## src/rtl/insr_imm_encoder.sv

```systemverilog
// RV32I instruction packer: fields + immediate -> 32-bit word with range check, behind a 2-entry FIFO.
// Optional round-trip immediate self-check enabled by defining INSR_IMM_ENCODER_ROUNDTRIP_EN.
`ifndef INSR_LEN
`define INSR_LEN 32
`endif

module insr_imm_encoder #(
    parameter int DEPTH = 2
) (
    input  logic                 clk_i,
    input  logic                 rst_i,
    input  logic                 in_valid_i,
    output logic                 in_ready_o,
    input  logic [2:0]           fmt_i,
    input  logic [6:0]           opcode_i,
    input  logic [4:0]           rd_i,
    input  logic [4:0]           rs1_i,
    input  logic [4:0]           rs2_i,
    input  logic [2:0]           funct3_i,
    input  logic [6:0]           funct7_i,
    input  logic [`INSR_LEN-1:0] imm_i,
    output logic                 out_valid_o,
    input  logic                 out_ready_i,
    output logic [`INSR_LEN-1:0] out_insr_o,
    output logic                 out_err_o,
    output logic                 out_mismatch_o
);

    typedef enum logic [2:0] {
        FMT_R = 3'd0,
        FMT_I = 3'd1,
        FMT_S = 3'd2,
        FMT_B = 3'd3,
        FMT_U = 3'd4,
        FMT_J = 3'd5
    } fmt_e;

    typedef struct packed {
        logic [`INSR_LEN-1:0] insr;
        logic                 err;
        logic                 mismatch;
    } entry_t;

    logic [`INSR_LEN-1:0] enc_insr;
    logic                 enc_err;
    logic                 enc_mismatch;
    logic                 fits12, fits13, fits21;

    assign fits12 = (imm_i == {{20{imm_i[11]}}, imm_i[11:0]});
    assign fits13 = (imm_i == {{19{imm_i[12]}}, imm_i[12:0]});
    assign fits21 = (imm_i == {{11{imm_i[20]}}, imm_i[20:0]});

    always_comb begin
        // NOTE: every signal written here gets a default first, so no case path can leave a latch behind.
        enc_insr = '0;
        enc_err  = 1'b0;
        case (fmt_i)
            FMT_R: enc_insr = {funct7_i, rs2_i, rs1_i, funct3_i, rd_i, opcode_i};
            FMT_I: begin
                enc_insr = {imm_i[11:0], rs1_i, funct3_i, rd_i, opcode_i};
                enc_err  = !fits12;
            end
            FMT_S: begin
                enc_insr = {imm_i[11:5], rs2_i, rs1_i, funct3_i, imm_i[4:0], opcode_i};
                enc_err  = !fits12;
            end
            FMT_B: begin
                enc_insr = {imm_i[12], imm_i[10:5], rs2_i, rs1_i, funct3_i,
                            imm_i[4:1], imm_i[11], opcode_i};
                enc_err  = !fits13 || imm_i[0];
            end
            FMT_U: begin
                enc_insr = {imm_i[31:12], rd_i, opcode_i};
                enc_err  = (imm_i[11:0] != 12'd0);
            end
            FMT_J: begin
                enc_insr = {imm_i[20], imm_i[10:1], imm_i[11], imm_i[19:12], rd_i, opcode_i};
                enc_err  = !fits21 || imm_i[0];
            end
            default: enc_err = 1'b1;
        endcase
    end

`ifdef INSR_IMM_ENCODER_ROUNDTRIP_EN
    logic [`INSR_LEN-1:0] dec_imm;

    // Immediate-generator decode keyed purely on the opcode bits of the packed word.
    always_comb begin
        dec_imm = '0;
        if (enc_insr[4:2] == 3'b101)
            dec_imm = {enc_insr[31:12], 12'd0};
        else if (enc_insr[3:2] == 2'b11)
            dec_imm = {{12{enc_insr[31]}}, enc_insr[19:12], enc_insr[20], enc_insr[30:21], 1'b0};
        else if (enc_insr[4:2] == 3'b001 || {enc_insr[6:5], enc_insr[3:2]} == 4'b0000)
            dec_imm = {{20{enc_insr[31]}}, enc_insr[31:20]};
        else if (enc_insr[6:2] == 5'b01000)
            dec_imm = {{20{enc_insr[31]}}, enc_insr[31:25], enc_insr[11:7]};
        else if (enc_insr[6:2] == 5'b11000)
            dec_imm = {{20{enc_insr[31]}}, enc_insr[7], enc_insr[30:25], enc_insr[11:8], 1'b0};
    end

    assign enc_mismatch = !enc_err && (fmt_i != FMT_R) && (dec_imm != imm_i);
`else
    assign enc_mismatch = 1'b0;
`endif

    entry_t     new_entry, slot0, slot1;
    logic [1:0] count, count_d;
    logic       ready_q;
    logic       push, pop;

    assign new_entry = '{insr: enc_insr, err: enc_err, mismatch: enc_mismatch};
    assign push      = in_valid_i && ready_q;
    assign pop       = out_valid_o && out_ready_i;

    always_comb begin
        count_d = count;
        case ({push, pop})
            2'b10:   count_d = count + 2'd1;
            2'b01:   count_d = count - 2'd1;
            default: count_d = count;
        endcase
    end

    // Slot0 is always the head; a pop shifts slot1 forward so the outputs come straight from a register.
    always_ff @(posedge clk_i) begin
        // NOTE: sequential state uses non-blocking assignments so every register samples pre-edge values.
        if (!rst_i) begin
            // NOTE: both storage slots are cleared on reset so an empty buffer presents all-zero outputs.
            slot0   <= '0;
            slot1   <= '0;
            count   <= '0;
            ready_q <= 1'b1;
        end else begin
            case ({push, pop})
                2'b10: begin
                    if (count == 2'd0) slot0 <= new_entry;
                    else               slot1 <= new_entry;
                end
                2'b01: begin
                    slot0 <= slot1;
                    slot1 <= '0;
                end
                2'b11:   slot0 <= new_entry;
                default: ;
            endcase
            count   <= count_d;
            ready_q <= (count_d < 2'(DEPTH));
        end
    end

    assign in_ready_o     = ready_q;
    assign out_valid_o    = (count != 2'd0);
    assign out_insr_o     = slot0.insr;
    assign out_err_o      = slot0.err;
    assign out_mismatch_o = slot0.mismatch;

endmodule
```

## config.mk

```make
export PLATFORM = sky130hd
export DESIGN_NAME = insr_imm_encoder
export DESIGN_NICKNAME = d
export VERILOG_FILES = /design/src/rtl/insr_imm_encoder.sv
export SDC_FILE = /design/constraint.sdc
export NUM_CORES = 1
export LEC_CHECK = 0
export ABC_AREA = 1
export CORE_UTILIZATION = 49
export CTS_BUF_LIST = sky130_fd_sc_hd__clkbuf_8
export CTS_CLUSTER_SIZE = 25
export DETAILED_ROUTE_END_ITERATION = 10
export PLACE_DENSITY = 0.8
export SKIP_CTS_REPAIR_TIMING = 1
export SLEW_MARGIN = 20
export SYNTH_ARGS = -nofsm -noshare
export SYNTH_HDL_FRONTEND = slang
export SYNTH_SLANG_ARGS = --single-unit
```

## constraint.sdc

```tcl
create_clock -name clk_i -period 1.97 [get_ports clk_i]
set_input_delay 0.394 -clock clk_i [delete_from_list [all_inputs] [get_ports clk_i]]
set_output_delay 0.394 -clock clk_i [all_outputs]
set_load 0.02 [all_outputs]
```

==> qor.txt, run 1 <==
=================================================================================================
Total track usage                                                                          30.28%
Power per cell area                                                                   1163 nW/µm²
Endpoint kind of the worst setup timing path                                           output pin
Post-synthesis cell count                                                                     534
Chip height                                                                              88.05 µm
Area Overhead vs Synth                                                                     46.34%
Clk network pwr share                                                                       20.4%
Length in cells of the worst reg-to-reg path                                                   11
Sequential element share of the synthesized area                                           38.07%
Final design utilization                                                                   73.60%
Total clock buffers created by CTS                                                              9
Number of DRC markers in iteration 0                                                          255
Per-instance average area after synthesis                                               6.795 µm²
Number of distinct library cell variants in the gate-level netlist after synthesis             31
Power share of the sequential group                                                         34.7%
Most common cell after layout, fill and taps aside                                        nand2_1
Count of warnings emitted by yosys                                                              0
Final critical-path setup slack                                                          78.85 ps
Detailed Route WL                                                                        11390 µm
Peak supply drop                                                                        0.8661 mV
Initial antenna violation count                                                                 0
Hold-critical path depth                                                                        2
Leading cell types in the layout, fill and taps excluded                             nand2_1 (117), clkdlybuf4s50_1 (105), a21oi_1 (82), dfxtp_1 (69), o21ai_0 (66)
Hold Violations, Final                                                                          0
Clock period minus worst slack                                                            1891 ps
Vias after detailed routing                                                                  4153
Total number of nets in the final design                                                      743
Net Sw Frac                                                                                38.15%
Effective utilization at floorplan                                                         50.29%
Critical path peak fanout                                                                       5
Maximum achievable frequency                                                           0.5288 GHz
# DRC                                                                                           0
Ant. Diodes                                                                                     0
Switch Pwr                                                                             0.002356 W
First-pass detailed-route iteration total                                                       5
Number of endpoints failing setup at the final stage                                            0
Data required time at the worst endpoint                                                  1580 ps
Count of standard-cell rows                                                                    31
Cell taking the most area after synthesis                                                 dfxtp_1
Congestion Overflow GR                                                                          0
Number of placed instances with taps included                                                 758
Type of the worst setup path                                                           reg -> out
Worst slack at placement                                                                -176.3 ps
Source-to-sink clock delay at the later pin of the worst-skew pair                         340 ps
Synth top area share                                                                       38.07%
Fin. max-slew vios                                                                              0
Die footprint                                                                            7753 µm²
HPWL after detailed placement                                                             8428 µm
CTS tree                                                                                      yes
Seq cells post-synth                                                                           69
First-pass GRT wire length                                                               18080 µm
Core region area                                                                         7214 µm²
Worst Min Path Start                                                                    slot1[21]
Reg-to-reg startpoint                                                                    count[0]
Arrival time of data at the critical path endpoint                                        1500 ps
Placer Congestion                                                                           1.041
Part of the power in combinational logic                                                    44.9%
Die boundary width                                                                       88.05 µm
Maximum number of pins on one net before global-route repair                                   55
Post-synthesis instance area                                                             3628 µm²
Main area contributors after synthesis                                               dfxtp_1 (38%), nand2_1 (12%), a21oi_1 (11%)
Wire length per cell after detailed routing                                              14.74 µm
Post-route cell area                                                                     5310 µm²
H-tree depth                                                                                    3
Number of non-filler instances in the completed layout                                        773
Nature of the critical path startpoint                                                  flip-flop
Reg-to-reg endpoint                                                                     slot1[15]
Final worst-path cycle share                                                               96.00%
Post-detailed-placement cell area                                                        5079 µm²
Worst-path clk slew                                                                         70 ps
Share of cells above drive strength 1                                                      13.50%
Count of antenna-violating nets left after detailed routing                                     0
R2R setup slack                                                                            150 ps
Layout fillers                                                                                594
Root buffer cell                                                                         clkbuf_8
Maximum number of buffers from clock root to sink                                               2
Post-Synthesis Net Count                                                                      607
Vias in the first global route                                                               3906
Avg Vias per Cell                                                                           5.373
Result of the run                                                                    finished clean
Min-Delay Path Class                                                                   reg -> reg
PortBufs                                                                                      105
Internal cell power                                                                    0.003819 W
Total I/O pin count                                                                           107
Static power due to leakage                                                              2.278 nW
Max-cap violations                                                                              0
Worst hold path endpoint                                                                slot1[21]
Num Clock Sinks                                                                                69
Final setup skew                                                                         7.621 ps
=================================================================================================
[critical path, cell delays in order (launching register included)]
cell and delay (ps):
dfxtp_1 400, nor2_2 70, inv_1 80, clkdlybuf4s50_1 600
[stage by stage]
step	TNS [ps]	hold slack, ps	power [W]
global placement	-2314	450.9	0.004810
floorplan	0	445.7	0.003699
global route	-5.365	486.0	0.006554
finish	0	472.5	0.006176
detailed placement	-3523	463.1	0.004877
CTS	0	472.8	0.006156
[area by class of cell]
cell class                 count  area (µm²)  share of cell area, %
clock buffer                  10       137.6                  2.592
inverter                      50       187.7                  3.534
multi-input combinational    386        1922                  36.19
clock inverter                 5       76.32                  1.437
sequential                    69        1381                  26.01
tap                           99       123.9                  2.333
timing repair buffer         154        1481                  27.90
[flip-flops by register name, summed over array words and instances (netlist names)]
name	flops
out_insr_o	32
in_ready_o	1
out_err_o	1
slot1	33
count	2
[per-layer routing]
metal  routed length [µm]  GRT usage, %  vias up
met4                  325         13.93        0
met2                 5542         51.73      181
li1                     -             -     2067
met5                    0             0        -
met1                 4817         36.41     1879
met3                  706         6.503       26
[cells in the mapped netlist]
library cell / count
nor2_1: 47
inv_2: 8
inv_1: 41
nand4_1: 2
buf_2: 7
nor2_4: 1
nand2_1: 117
nand3b_1: 2
nor2_2: 3
a31oi_1: 7
buf_4: 4
clkinv_1: 1
o31ai_1: 1
ha_1: 2
nor3_2: 1
a211oi_2: 8
o21ai_0: 67
o221ai_1: 8
nor4_1: 1
conb_1: 1
o211ai_1: 4
buf_6: 3
nand2_2: 6
nor3_1: 4
a211oi_1: 7
nand3_1: 12
a21oi_1: 82
or2_1: 1
dfxtp_1: 69
o22ai_1: 2
clkbuf_1: 15
[cells by family after synthesis]
group / count (synthesis) / synth area share (%)
AND/OR/NAND/NOR: 197 / 22.41
AO/OA/AOI/OAI: 186 / 29.28
buffers and inverters: 79 / 9.448
flip-flops: 69 / 38.07
adder cells (fa/ha/maj): 2 / 0.6895
other: 1 / 0.1033
[worst max path at each step]
stage	from	end	slack, ps	cells after the start
after global routing	count[0]	slot1[16]	-3	11
after global placement	fmt_i[2]	out_insr_o[28]	-170	7
after detailed placement	fmt_i[2]	out_insr_o[28]	-180	7
after CTS	count[0]	out_valid_o	60	3
final	count[0]	out_valid_o	80	3
after floorplan	count[0]	slot1[7]	120	11
[power by group through the flow]
stage / combinational, W / clock, W / sequential (W)
floorplan: 0.00128 / 0 / 0.00242
global placement: 0.00267 / 0 / 0.00214
detailed placement: 0.00273 / 0 / 0.00215
CTS: 0.00275 / 0.00127 / 0.00213
global route: 0.00302 / 0.00134 / 0.00219
finish: 0.00277 / 0.00126 / 0.00214
(Power assumes the default switching activity.)
==> run 2: changes to the inputs <==
- CORE_MARGIN: not set -> 2
==> qor.txt, run 2 (same netlist as run 1, synthesis figures left out) <==
=================================================================================
Number of non-filler instances in the completed layout                        765
Maximum number of pins on one net before global-route repair                   38
Most common cell after layout, fill and taps aside                        nand2_1
CTS tree                                                                      yes
Maximum number of buffers from clock root to sink                               2
Data required time at the worst endpoint                                  1580 ps
Total track usage                                                          27.93%
Root buffer cell                                                         clkbuf_8
Share of cells above drive strength 1                                      12.91%
Initial antenna violation count                                                 0
Chip height                                                              90.05 µm
Effective utilization at floorplan                                         50.29%
Peak supply drop                                                         1.069 mV
Number of placed instances with taps included                                 749
First-pass GRT wire length                                               18500 µm
Type of the worst setup path                                           reg -> out
PortBufs                                                                      105
Clock period minus worst slack                                            1870 ps
Total clock buffers created by CTS                                              9
Final setup skew                                                         4.793 ps
Fin. max-slew vios                                                              0
CP startpoint                                                            count[0]
Leading cell types in the layout, fill and taps excluded             nand2_1 (117), clkdlybuf4s50_1 (105), a21oi_1 (82), dfxtp_1 (67), o21ai_0 (65)
Hold Violations, Final                                                          0
Die footprint                                                            8109 µm²
Setup repair after global routing missed its margin                            no
Ant. Diodes                                                                     0
Final worst-path cycle share                                               94.91%
Area Overhead vs Synth                                                     43.66%
Worst setup path end                                                  out_valid_o
H-tree depth                                                                    3
Wire length per cell after detailed routing                              15.04 µm
# DRC                                                                           0
Layout fillers                                                                597
HPWL after detailed placement                                             8609 µm
Reg-to-reg startpoint                                                    count[1]
Number of flip-flops under the largest register name                           33
Source-to-sink clock delay at the later pin of the worst-skew pair         350 ps
Die boundary width                                                       90.05 µm
Number of DRC markers in iteration 0                                          268
Register with the most flip-flops                                           slot1
Num Clock Sinks                                                                69
Result of the run                                                    finished clean
Static power due to leakage                                              2.213 nW
Total I/O pin count                                                           107
Endpoint kind of the worst setup timing path                           output pin
Accumulated negative setup slack                                             0 ps
Length in cells of the worst reg-to-reg path                                   11
Max-cap violations                                                              0
Arrival time of data at the critical path endpoint                        1480 ps
Count of standard-cell rows                                                    31
Maximum achievable frequency                                           0.5349 GHz
Hold Worst Slack                                                         466.0 ps
Nature of the critical path startpoint                                  flip-flop
Worst-path clk slew                                                         80 ps
Number of endpoints failing setup at the final stage                            0
Avg Vias per Cell                                                           5.442
Power per cell area                                                   1172 nW/µm²
Reg-to-reg endpoint                                                     slot1[14]
Total number of nets in the final design                                      734
Vias in the first global route                                               3931
R2R setup slack                                                            150 ps
Count of antenna-violating nets left after detailed routing                     0
Min-Delay Path Class                                                   reg -> reg
Detailed Route WL                                                        11500 µm
Core region area                                                         7214 µm²
Congestion Overflow GR                                                          0
Critical path peak fanout                                                       5
Vias after detailed routing                                                  4163
Placer Congestion                                                          0.9475
First-pass detailed-route iteration total                                       5
=================================================================================
run 2: final cells by class:
cell class | instances | area (µm²) | share of cell area, %
Inverter | 50 | 190.2 | 3.649
Sequential cell | 69 | 1384 | 26.55
Clock buffer | 9 | 123.9 | 2.376
Multi-Input combinational cell | 386 | 1919 | 36.82
Tap cell | 99 | 123.9 | 2.376
Timing Repair Buffer | 145 | 1389 | 26.64
Clock inverter | 7 | 82.58 | 1.584
run 2: layer usage:
metal / vias up / part of all wire, % / GRT usage (%)
met5: - / 0 / 0
met4: 0 / 2.1 / 9.359
met3: 22 / 5.7 / 5.029
met2: 168 / 50 / 50.50
met1: 1919 / 42 / 33.26
li1: 2054 / - / -
run 2: worst min path at each step:
stage                            to  cells after the start       from  slack (ps)
after detailed placement  slot1[17]                      2  slot1[17]         460
final                     slot1[17]                      2  slot1[17]         470
after global placement    slot1[17]                      2  slot1[17]         450
after global routing      slot1[16]                      2  slot1[16]         490
after floorplan           slot1[14]                      2  slot1[14]         450
after CTS                 slot1[17]                      2  slot1[17]         470
run 2: worst max-delay path, stage by stage, from the launching register on:
cell and delay [ps]:
dfxtp_2 390, nor2_4 50, inv_1 80, clkdlybuf4s50_1 600
run 2: where the power goes:
group / internal (W) / total, W / switching, W
clock: 0.000604 / 0.00122 / 0.000611
combinational: 0.00118 / 0.00275 / 0.00156
sequential: 0.00189 / 0.00215 / 0.000260
total: 0.00367 / 0.00611 / 0.00244
run 2: per-stage QoR:
| stage | power (W) | worst slack [ps] | util, % | instance area, µm² |
|---|---|---|---|---|
| after floorplan | 0.003699 | 118.9 | - | 3628 |
| after global placement | 0.004789 | -172.3 | 69.11 | 4986 |
| after detailed placement | 0.004856 | -154.4 | 69.11 | 4986 |
| after CTS | 0.006076 | 28.84 | 71.97 | 5192 |
| after global routing | 0.006457 | 22.77 | 72.25 | 5213 |
| final | 0.006108 | 100.4 | 72.25 | 5213 |
